[config.mk]
export PLATFORM = sky130hd
export DESIGN_NAME = frame_buffer_arbiter
export DESIGN_NICKNAME = d
export VERILOG_FILES = /design/src/rtl/frame_buffer_arbiter.sv
export SDC_FILE = /design/constraint.sdc
export NUM_CORES = 1
export LEC_CHECK = 0
export ABC_CLOCK_PERIOD_IN_PS = 7150
export CAP_MARGIN = 10
export CORE_MARGIN = 2
export CORE_UTILIZATION = 35
export DETAILED_ROUTE_END_ITERATION = 12
export PLACE_DENSITY = 0.78
export SLEW_MARGIN = 10
export SYNTH_ARGS = -nofsm -noshare
export SYNTH_HDL_FRONTEND = slang
export SYNTH_SLANG_ARGS = --single-unit
[constraint.sdc]
create_clock -name clk -period 7.15 [get_ports clk]
set_input_delay 0.715 -clock clk [delete_from_list [all_inputs] [get_ports clk]]
set_output_delay 0.715 -clock clk [all_outputs]
set_load 0.02 [all_outputs]
[src/rtl/frame_buffer_arbiter.sv]
// frame_buffer_arbiter: ping-pong write steering and display buffer swap control
module frame_buffer_arbiter #(
    parameter int ADDR_W = 10,
    parameter int DEPTH  = 640,
    parameter int DATA_W = 24
) (
    input  logic              clk,
    input  logic              reset,
    input  logic              host_valid,
    input  logic [DATA_W-1:0] host_data,
    input  logic              host_last,
    output logic              host_ready,
    input  logic              frame_done,
    output logic              we0,
    output logic              we1,
    output logic [ADDR_W-1:0] waddr,
    output logic [DATA_W-1:0] wdata,
    output logic              rd_sel,
    output logic              display_en,
    output logic              swap,
    output logic [7:0]        repeat_cnt,
    output logic              err_len
);
    typedef enum logic [1:0] {INIT, RUN, WAIT} state_t;
    state_t state;
    logic accept, at_end, complete;
    assign host_ready = !reset && state != WAIT;
    assign accept     = host_valid && host_ready;
    assign at_end     = waddr == ADDR_W'(DEPTH - 1);
    assign complete   = accept && (host_last || at_end);
    assign we0        = accept && (state == INIT || rd_sel);
    assign we1        = accept && state != INIT && !rd_sel;
    assign wdata      = host_data;
    always_ff @(posedge clk) begin
        if (reset) begin
            state      <= INIT;
            rd_sel     <= 1'b0;
            waddr      <= '0;
            display_en <= 1'b0;
            swap       <= 1'b0;
            repeat_cnt <= 8'd0;
            err_len    <= 1'b0;
        end else begin
            swap <= 1'b0;
            if (complete && host_last != at_end) err_len <= 1'b1;
            case (state)
                INIT: begin
                    if (complete) begin
                        state      <= RUN;
                        display_en <= 1'b1;
                        rd_sel     <= 1'b0;
                        waddr      <= '0;
                    end else if (accept) waddr <= waddr + 1'b1;
                end
                RUN: begin
                    if (complete) begin
                        waddr <= '0;
                        if (frame_done) begin
                            rd_sel <= ~rd_sel;
                            swap   <= 1'b1;
                        end else state <= WAIT;
                    end else begin
                        if (accept) waddr <= waddr + 1'b1;
                        if (frame_done && repeat_cnt != 8'hff) repeat_cnt <= repeat_cnt + 8'd1;
                    end
                end
                WAIT: begin
                    if (frame_done) begin
                        rd_sel <= ~rd_sel;
                        swap   <= 1'b1;
                        state  <= RUN;
                    end
                end
                default: state <= INIT;
            endcase
        end
    end
endmodule
==> results.sh, run 1 <==
export IMPL_status="complete, no violations"
export IMPL_setup_tns_ns=0
export IMPL_worstReg2RegEnd="repeat_cnt[5]"
export IMPL_avgSynthCellArea_um2=8.51
export IMPL_fp_dieW_um=68.1
export IMPL_grt_busiest_layer="met2"
export IMPL_p_switching_uw=122
export IMPL_fillers=423
export IMPL_yosys_top_cells_count="buf_4 (24), dfxtp_1 (24), nor2_1 (23)"
export IMPL_grt_pass1_wl_um=4540
export IMPL_powerDensity_mw_per_mm2=215
export IMPL_seq_area_frac_synth=0.334
export IMPL_end_kind="primary output"
export IMPL_finalSetupViolCount=0
export IMPL_required_ns=6.43
export IMPL_crit_path_frequent_cell="clkdlybuf4s50_1"
export IMPL_cts_resized=0
export IMPL_grt_pass1_vias=973
export IMPL_wl_per_cell_um=12.1
export IMPL_ant_nets=0
export IMPL_clkPwrFrac=0.223
export IMPL_grt_usage=0.129
export IMPL_grtUsageMet2=0.200
export IMPL_route_detailed_drc=0
export IMPL_dieArea_mm2=0.00464
export IMPL_path_delay_family="buffers and inverters"
export IMPL_p_leak_uw=0.000555
export IMPL_synth_area_leader_cell="dfxtp_1"
export IMPL_antenna_found_initial=0
export IMPL_hold_viol_final=0
export IMPL_hold_buffers=0
export IMPL_core_region_area_mm2=0.00397
export IMPL_synth_edf_count=0
export IMPL_hold_depth=2
export IMPL_post_route_period_util=0.501
export IMPL_nets=212
export IMPL_cts_num_sinks=24
export IMPL_crit_chain="clkdlybuf4s50_1, or3b_4, nor3_1, clkdlybuf4s50_1"
export IMPL_worst_pin_slew_ns=0.997
export IMPL_max_cap_violations=0
export IMPL_clk_pin_slew_worst_paths_ns=0.07
export IMPL_globalplace_congestion=0.835
export IMPL_seq_power_share=0.436
export IMPL_ir_drop_mv=0.145
export IMPL_drt_iter0_drc=17
export IMPL_rsz0062_at_grt="false"
export IMPL_htreeDepth=1
export IMPL_grt_use_met3=0.0280
export IMPL_vias_per_cell=4.93
export IMPL_cp_start_kind="primary input"
export IMPL_postCtsSetupRepairBufs=0
export IMPL_num_io_pins=78
export IMPL_min_path_type="reg2reg"
export IMPL_holdCritStartpoint="err_len"
export IMPL_grt_max_degree=21
export IMPL_swShare=0.348
export IMPL_fmaxAchievable_mhz=279
export IMPL_start_util=0.362
export IMPL_rrSetupSlack_ns=4.22
export IMPL_synth_area_leaders="dfxtp_1 (33%), buf_4 (13%), ha_1 (7.0%), xnor2_1 (6.1%), nor2_1 (6.0%)"
export IMPL_r2r_start="waddr[0]"
export IMPL_cts_buffer_depth=2
export IMPL_slowest_delay_ns=0.74
export IMPL_syn_area_mm2=0.00144
export IMPL_worst_path_buf_inv=2
export IMPL_clock_skew_ns=0.00853
export IMPL_fp_row_count=23
export IMPL_cts_tree="done"
export IMPL_place_area_mm2=0.00159
export IMPL_critPathMaxFanout=20
export IMPL_final_cell_area_mm2=0.00163
export IMPL_slew_violations=0
export IMPL_max_slew_margin_rel=0.326
export IMPL_reg2reg_depth=9
export IMPL_ys_ff_latch=24
export IMPL_routed_wl_um=2710
export IMPL_ys_flop_type="dfxtp_1"
export IMPL_intPower_uw=228
export IMPL_met1_usage=0.169
export IMPL_crit_type="in2out"
export IMPL_min_to="err_len"
export IMPL_slowest_stage="clkdlybuf4s50_1"
export IMPL_io_buffers=29
export IMPL_die_h_um=68.1
export IMPL_min_period_ns=3.58
export IMPL_yosysWarningCount=0
export IMPL_combPwrFrac=0.341
export IMPL_root_buffer="clkbuf_8"
export IMPL_drive_gt1_frac=0.0636
export IMPL_dr_pass1_iters=4
export IMPL_ys_types=37
export IMPL_postSynth_asyncResetShare=0
export IMPL_antenna_cells=0
export IMPL_cts_made_buffers=3
export IMPL_synth_top_area_share=0.334
export IMPL_synth_nets=206
export IMPL_vias=1099
export IMPL_overflow=0
export IMPL_arrival_ns=2.86
export IMPL_synth_cells=169
export IMPL_clk_insertion_delay_late_ns=0.27
export IMPL_syn2layout_area_growth_pct=13.2
export IMPL_dp_hpwl_um=2040
state kept, by name, indices dropped and copies added, names as in the netlist:
name,count
display_en,1
err_len,1
rd_sel,1
repeat_cnt,8
state,2
swap,1
waddr,10
layer usage:
layer	routed length, µm	part of all wire
met5	0	0
met4	49	0.018
met3	180	0.066
met2	1220	0.45
met1	1260	0.46
worst min-delay path: cells and delay by family (launching register included):
family             cells  cell delay, ns
DFF                    1            0.34
AOI/OAI and AO/OA      1            0.05
and+or+nand+nor        1            0.07
stage by stage:
| step | total power, µW | hold WS [ns] | std cells | utilization | worst slack (ns) |
|---|---|---|---|---|---|
| after floorplan | 260 | 0.468 | 169 | - | 4.42 |
| after global placement | 271 | 0.479 | 220 | 0.399 | 3.59 |
| after detailed placement | 273 | 0.473 | 220 | 0.399 | 3.59 |
| after CTS | 352 | 0.494 | 223 | 0.410 | 3.59 |
| after global routing | 375 | 0.546 | 223 | 0.410 | 3.41 |
| final | 349 | 0.490 | 223 | 0.410 | 3.57 |
power groups by stage:
| stage | clock [µW] | combinational, µW | sequential (µW) |
|---|---|---|---|
| 2_1_floorplan | 0 | 100 | 159 |
| 3_3_place_gp | 0 | 115 | 155 |
| 3_5_place_dp | 0 | 117 | 156 |
| 4_1_cts | 80.9 | 119 | 152 |
| 5_1_grt | 87.1 | 134 | 154 |
| 6_report | 77.8 | 119 | 152 |
cell families (layout without fill, tap and decap cells):
logic type      count (synthesis)  count (layout)  share of synthesized area
compound gates                 22              22                      0.106
xor+xnor                       10              10                     0.0609
fa+ha+maj                       8               8                     0.0696
buf+inv                        33              37                      0.155
flops                          24              24                      0.334
mux                             4               4                     0.0296
simple gates                   68              68                      0.245
layout make-up:
class	count	area [µm²]	share of cell area
inverter	5	18.8	0.0115
timing repair buffer	29	290	0.178
sequential	24	480	0.295
multi-input combinational	112	734	0.451
clock buffer	3	41.3	0.0254
tap	50	62.6	0.0384
worst max path at each step:
stage,from,to,slack (ns),cells after the start
after detailed placement,reset,we1,3.59,4
after global placement,reset,we1,3.59,4
after floorplan,waddr[0],repeat_cnt[5],4.42,9
after global routing,reset,we1,3.41,4
after CTS,reset,we1,3.59,4
final,reset,we1,3.57,4
placed cells by master, fill, tap and decap left out, types with 2 or more instances in the layout:
cell             instances
clkdlybuf4s50_1         29
nand3_1                  6
ha_1                     8
nor4b_1                  4
and3_1                   2
clkbuf_8                 3
nor2b_1                  2
or3_1                    2
o21ai_0                  4
a31o_2                   2
dfxtp_1                 24
nand4_1                  2
mux2i_1                  2
mux2_2                   2
nor3_1                   4
a21oi_1                  8
nor2_1                  23
inv_1                    5
and4_1                   2
nand2_1                 13
xnor2_1                 10
nor4_1                   3
Power figures use the tool's default switching activity.
==> run 2: changes to the inputs <==
ABC_CLOCK_PERIOD_IN_PS = 3600   (was 7150)
clock period = 3.6 ns   (was 7.15 ns; I/O delays follow)
==> run 2 against run 1 <==
  * Critical path type unchanged
  * Global-route usage is 0.36 points lower
  * Cell area rose by 0.92%
  * Register-to-register slack worse by 3.1 ns
  * Hold slack better by 0.0097 ns
==> results.sh, run 2 (same netlist as run 1, synthesis figures left out) <==
export IMPL_status="complete, no violations"
export IMPL_syn2layout_area_growth_pct=14.3
export IMPL_largest_register_ffs=10
export IMPL_clk_insertion_delay_late_ns=0.26
export IMPL_overflow=0
export IMPL_ant_nets=0
export IMPL_core_region_area_mm2=0.00397
export IMPL_antenna_found_initial=0
export IMPL_globalplace_congestion=0.810
export IMPL_reg2reg_depth=9
export IMPL_crit_type="in2out"
export IMPL_cts_tree="done"
export IMPL_drt_iter0_drc=50
export IMPL_final_cell_area_mm2=0.00164
export IMPL_min_path_type="reg2reg"
export IMPL_routed_wl_um=2740
export IMPL_holdCritStartpoint="err_len"
export IMPL_dp_hpwl_um=2070
export IMPL_die_h_um=68.1
export IMPL_clock_skew_ns=0.000788
export IMPL_powerDensity_mw_per_mm2=422
export IMPL_cts_num_sinks=24
export IMPL_fillers=411
export IMPL_top_register="waddr"
export IMPL_cts_resized=0
export IMPL_rsz0062_at_grt="false"
export IMPL_cp_start_kind="primary input"
export IMPL_required_ns=3.24
export IMPL_final_common_cell="clkdlybuf4s50_1"
export IMPL_place_area_mm2=0.00160
export IMPL_arrival_ns=2.35
export IMPL_root_buffer="clkbuf_8"
export IMPL_hold_buffers=0
export IMPL_grt_pass1_wl_um=4480
export IMPL_fp_dieW_um=68.1
export IMPL_rrSetupSlack_ns=1.09
export IMPL_max_cap_violations=0
export IMPL_worst_pin_slew_ns=0.807
export IMPL_end_kind="primary output"
export IMPL_drive_gt1_frac=0.0743
export IMPL_hold_depth=2
export IMPL_clk_pin_slew_worst_paths_ns=0.08
export IMPL_min_period_ns=2.71
export IMPL_r2r_start="waddr[0]"
export IMPL_whs_ns=0.500
export IMPL_io_buffers=29
export IMPL_top_regs="waddr (10), repeat_cnt (8), state (2)"
export IMPL_dr_pass1_iters=4
export IMPL_dieArea_mm2=0.00464
export IMPL_fp_row_count=23
export IMPL_nets=214
export IMPL_cts_made_buffers=3
export IMPL_min_to="err_len"
export IMPL_layout_common_cells="clkdlybuf4s50_1 (29), dfxtp_1 (24), nor2_1 (23)"
export IMPL_setup_tns_ns=0
export IMPL_grt_pass1_vias=990
export IMPL_post_route_period_util=0.754
export IMPL_num_io_pins=78
export IMPL_finalSetupViolCount=0
export IMPL_grt_max_degree=14
export IMPL_antenna_cells=0
export IMPL_slew_violations=0
export IMPL_worstReg2RegEnd="state[1]"
export IMPL_start_util=0.362
export IMPL_vias=1119
export IMPL_max_slew_margin_rel=0.459
export IMPL_vias_per_cell=4.97
export IMPL_p_leak_uw=0.000565
export IMPL_hold_viol_final=0
export IMPL_ir_drop_mv=0.264
export IMPL_critPathMaxFanout=13
export IMPL_grt_usage=0.126
export IMPL_fmaxAchievable_mhz=368
export IMPL_htreeDepth=1
export IMPL_wl_per_cell_um=12.2
export IMPL_power_uw=693
export IMPL_postCtsSetupRepairBufs=0
export IMPL_cts_buffer_depth=2
export IMPL_route_detailed_drc=0
run 2: how the worst max path moves through the flow:
stage	end	slack [ns]	from	depth (start not counted)
2_1_floorplan	repeat_cnt[5]	0.87	waddr[0]	9
3_3_place_gp	we1	0.93	reset	4
3_5_place_dp	repeat_cnt[2]	0.86	reset	7
4_1_cts	we1	0.86	reset	4
5_1_grt	state[1]	0.77	waddr[0]	9
6_report	we1	0.89	reset	4
run 2: cell type report:
class                      instances  area (µm²)  share of cell area
clock buffer                       3        41.3              0.0251
sequential                        24         480               0.292
multi-input combinational        112         734               0.447
inverter                           5        18.8              0.0114
timing repair buffer              31         305               0.186
tap                               50        62.6              0.0381
run 2: critical path: stages:
cell and delay [ns]:
clkdlybuf4s50_1 0.64, or3b_4 0.56, nor3_1 0.16, clkdlybuf4s50_1 0.63
run 2: power by group:
part	total, µW	internal [µW]	switching (µW)
Clock	153	74.7	78.0
Combinational	238	96.0	142
Sequential	303	283	20.2
run 2: stage by stage:
stage / util / setup slack (ns) / cells
final: 0.414 / 0.886 / 225
after global routing: 0.414 / 0.765 / 225
after CTS: 0.414 / 0.863 / 225
after detailed placement: 0.403 / 0.861 / 222
after global placement: 0.403 / 0.933 / 222
after floorplan: - / 0.868 / 169
run 2: routing by layer:
metal,global-route usage,wire length (µm)
met4,0.0475,26
met5,0,0
met1,0.168,1260
met3,0.0313,216
met2,0.194,1230
==> run 3: changes to the inputs <==
ABC_CLOCK_PERIOD_IN_PS = 2800   (was 3600)
clock period = 2.8 ns   (was 3.6 ns; I/O delays follow)
==> run 3 against run 2 <==
  * Critical path type is now reg2out
  * Clock power grew 30%
  * Cell area grew 1.5%
  * Wire length shrank 0.62%
  * First-iteration DRC count shrank 18%
  * Critical endpoint is now we0
  * Die area is the same
  * Hold slack lost 0.0088 ns
  * Total power grew 32%
  * Non-clock buffer count grew 3
  * Core utilization grew 0.63 points
  * Sequential power grew 29%
  * Via count grew 1.3%
==> results.sh, run 3 (same netlist as run 1, synthesis figures left out) <==
export IMPL_max_slew_margin_rel=0.520
export IMPL_clock_skew_ns=0.00154
export IMPL_arrival_ns=2.30
export IMPL_top_register="waddr"
export IMPL_max_cap_violations=0
export IMPL_rsz0062_at_grt="false"
export IMPL_cts_made_buffers=3
export IMPL_fp_dieW_um=68.1
export IMPL_clk_pin_slew_worst_paths_ns=0.08
export IMPL_post_route_period_util=0.920
export IMPL_cts_buffer_depth=2
export IMPL_slew_violations=0
export IMPL_slowest_stage="clkdlybuf4s50_1"
export IMPL_grt_max_degree=19
export IMPL_nets=217
export IMPL_vias=1134
export IMPL_routed_wl_um=2720
export IMPL_hold_buffers=0
export IMPL_clk_insertion_delay_late_ns=0.26
export IMPL_overflow=0
export IMPL_end_kind="primary output"
export IMPL_status="complete, no violations"
export IMPL_slowest_delay_ns=0.60
export IMPL_route_detailed_drc=0
export IMPL_antenna_found_initial=0
export IMPL_min_path_type="reg2reg"
export IMPL_core_region_area_mm2=0.00397
export IMPL_cp_start_kind="flop"
export IMPL_crit_chain="inv_1, ha_1, or3b_4, nor2_1, clkdlybuf4s50_1"
export IMPL_root_buffer="clkbuf_8"
export IMPL_crit_type="reg2out"
export IMPL_final_common_cell="clkdlybuf4s50_1"
export IMPL_wl_per_cell_um=11.9
export IMPL_drt_iter0_drc=41
export IMPL_grt_pass1_wl_um=4450
export IMPL_p_leak_uw=0.000598
export IMPL_timing_final_ws_setup_ns=0.223
export IMPL_cts_num_sinks=24
export IMPL_vias_per_cell=4.97
export IMPL_finalSetupViolCount=0
export IMPL_grt_pass1_vias=1016
export IMPL_hold_viol_final=0
export IMPL_dieArea_mm2=0.00464
export IMPL_grt_usage=0.125
export IMPL_required_ns=2.52
export IMPL_cts_tree="done"
export IMPL_min_period_ns=2.58
export IMPL_io_buffers=29
export IMPL_fp_row_count=23
export IMPL_layout_common_cells="clkdlybuf4s50_1 (28), dfxtp_1 (24), nor2_1 (23)"
export IMPL_num_io_pins=78
export IMPL_critPathMaxFanout=13
export IMPL_ir_drop_mv=0.270
export IMPL_rrSetupSlack_ns=0.33
export IMPL_start_util=0.362
export IMPL_dr_pass1_iters=4
export IMPL_antenna_cells=0
export IMPL_drive_gt1_frac=0.0899
export IMPL_powerDensity_mw_per_mm2=548
export IMPL_largest_register_ffs=10
export IMPL_worst_pin_slew_ns=0.701
export IMPL_dp_hpwl_um=2110
export IMPL_die_h_um=68.1
export IMPL_top_regs="waddr (10), repeat_cnt (8), state (2)"
export IMPL_globalplace_congestion=0.769
export IMPL_htreeDepth=1
export IMPL_syn2layout_area_growth_pct=16.0
export IMPL_ant_nets=0
export IMPL_fmaxAchievable_mhz=388
export IMPL_dp_slack_ns=0.370
export IMPL_setup_tns_ns=0
## run 3: worst paths after layout
kind / start / end / depth (start not counted)
worst min register to register: err_len / err_len / 2
worst min-delay path: err_len / err_len / 2
worst max-delay path: state[0] / we0 / 5
worst max register to register: waddr[0] / state[1] / 9
## run 3: layer usage
layer | track usage | vias up | part of all wire
met5 | 0 | - | 0
met4 | 0.0400 | 0 | 0.0096
met3 | 0.0313 | 4 | 0.060
met2 | 0.208 | 16 | 0.46
met1 | 0.157 | 528 | 0.47
li1 | - | 586 | -
## run 3: through the flow
step	instances	power, µW	area [µm²]	util	hold WS (ns)
floorplan	169	663	1440	-	0.435
global placement	225	715	1620	0.409	0.466
detailed placement	225	722	1620	0.409	0.460
CTS	228	922	1670	0.419	0.492
global route	228	975	1670	0.420	0.536
finish	228	913	1670	0.420	0.491
## run 3: what timing repair did
action	CTS	global route
gates resized for setup	0	1
endpoints found under the setup margin	0	1
buffers inserted	0	0
## run 3: power breakdown
group,total [µW],switching (µW),internal (µW)
Combinational,323,182,141
Clock,199,103,96.0
Sequential,392,28.4,363
## run 3: final cells by class
type | count | area (µm²)
inverters | 5 | 18.8
repair buffers | 34 | 330
flip-flops and latches | 24 | 480
clock buffers | 3 | 41.3
multi-input cells | 112 | 734
fillers | 399 | 2300
well taps | 50 | 62.6
## run 3: worst max-delay path, delay by kind of cell (launching register included)
| family | cells | cell delay (ns) |
|---|---|---|
| adders and majority gates | 1 | 0.29 |
| buffers and inverters | 2 | 0.69 |
| DFF | 1 | 0.44 |
| and+or+nand+nor | 2 | 0.61 |
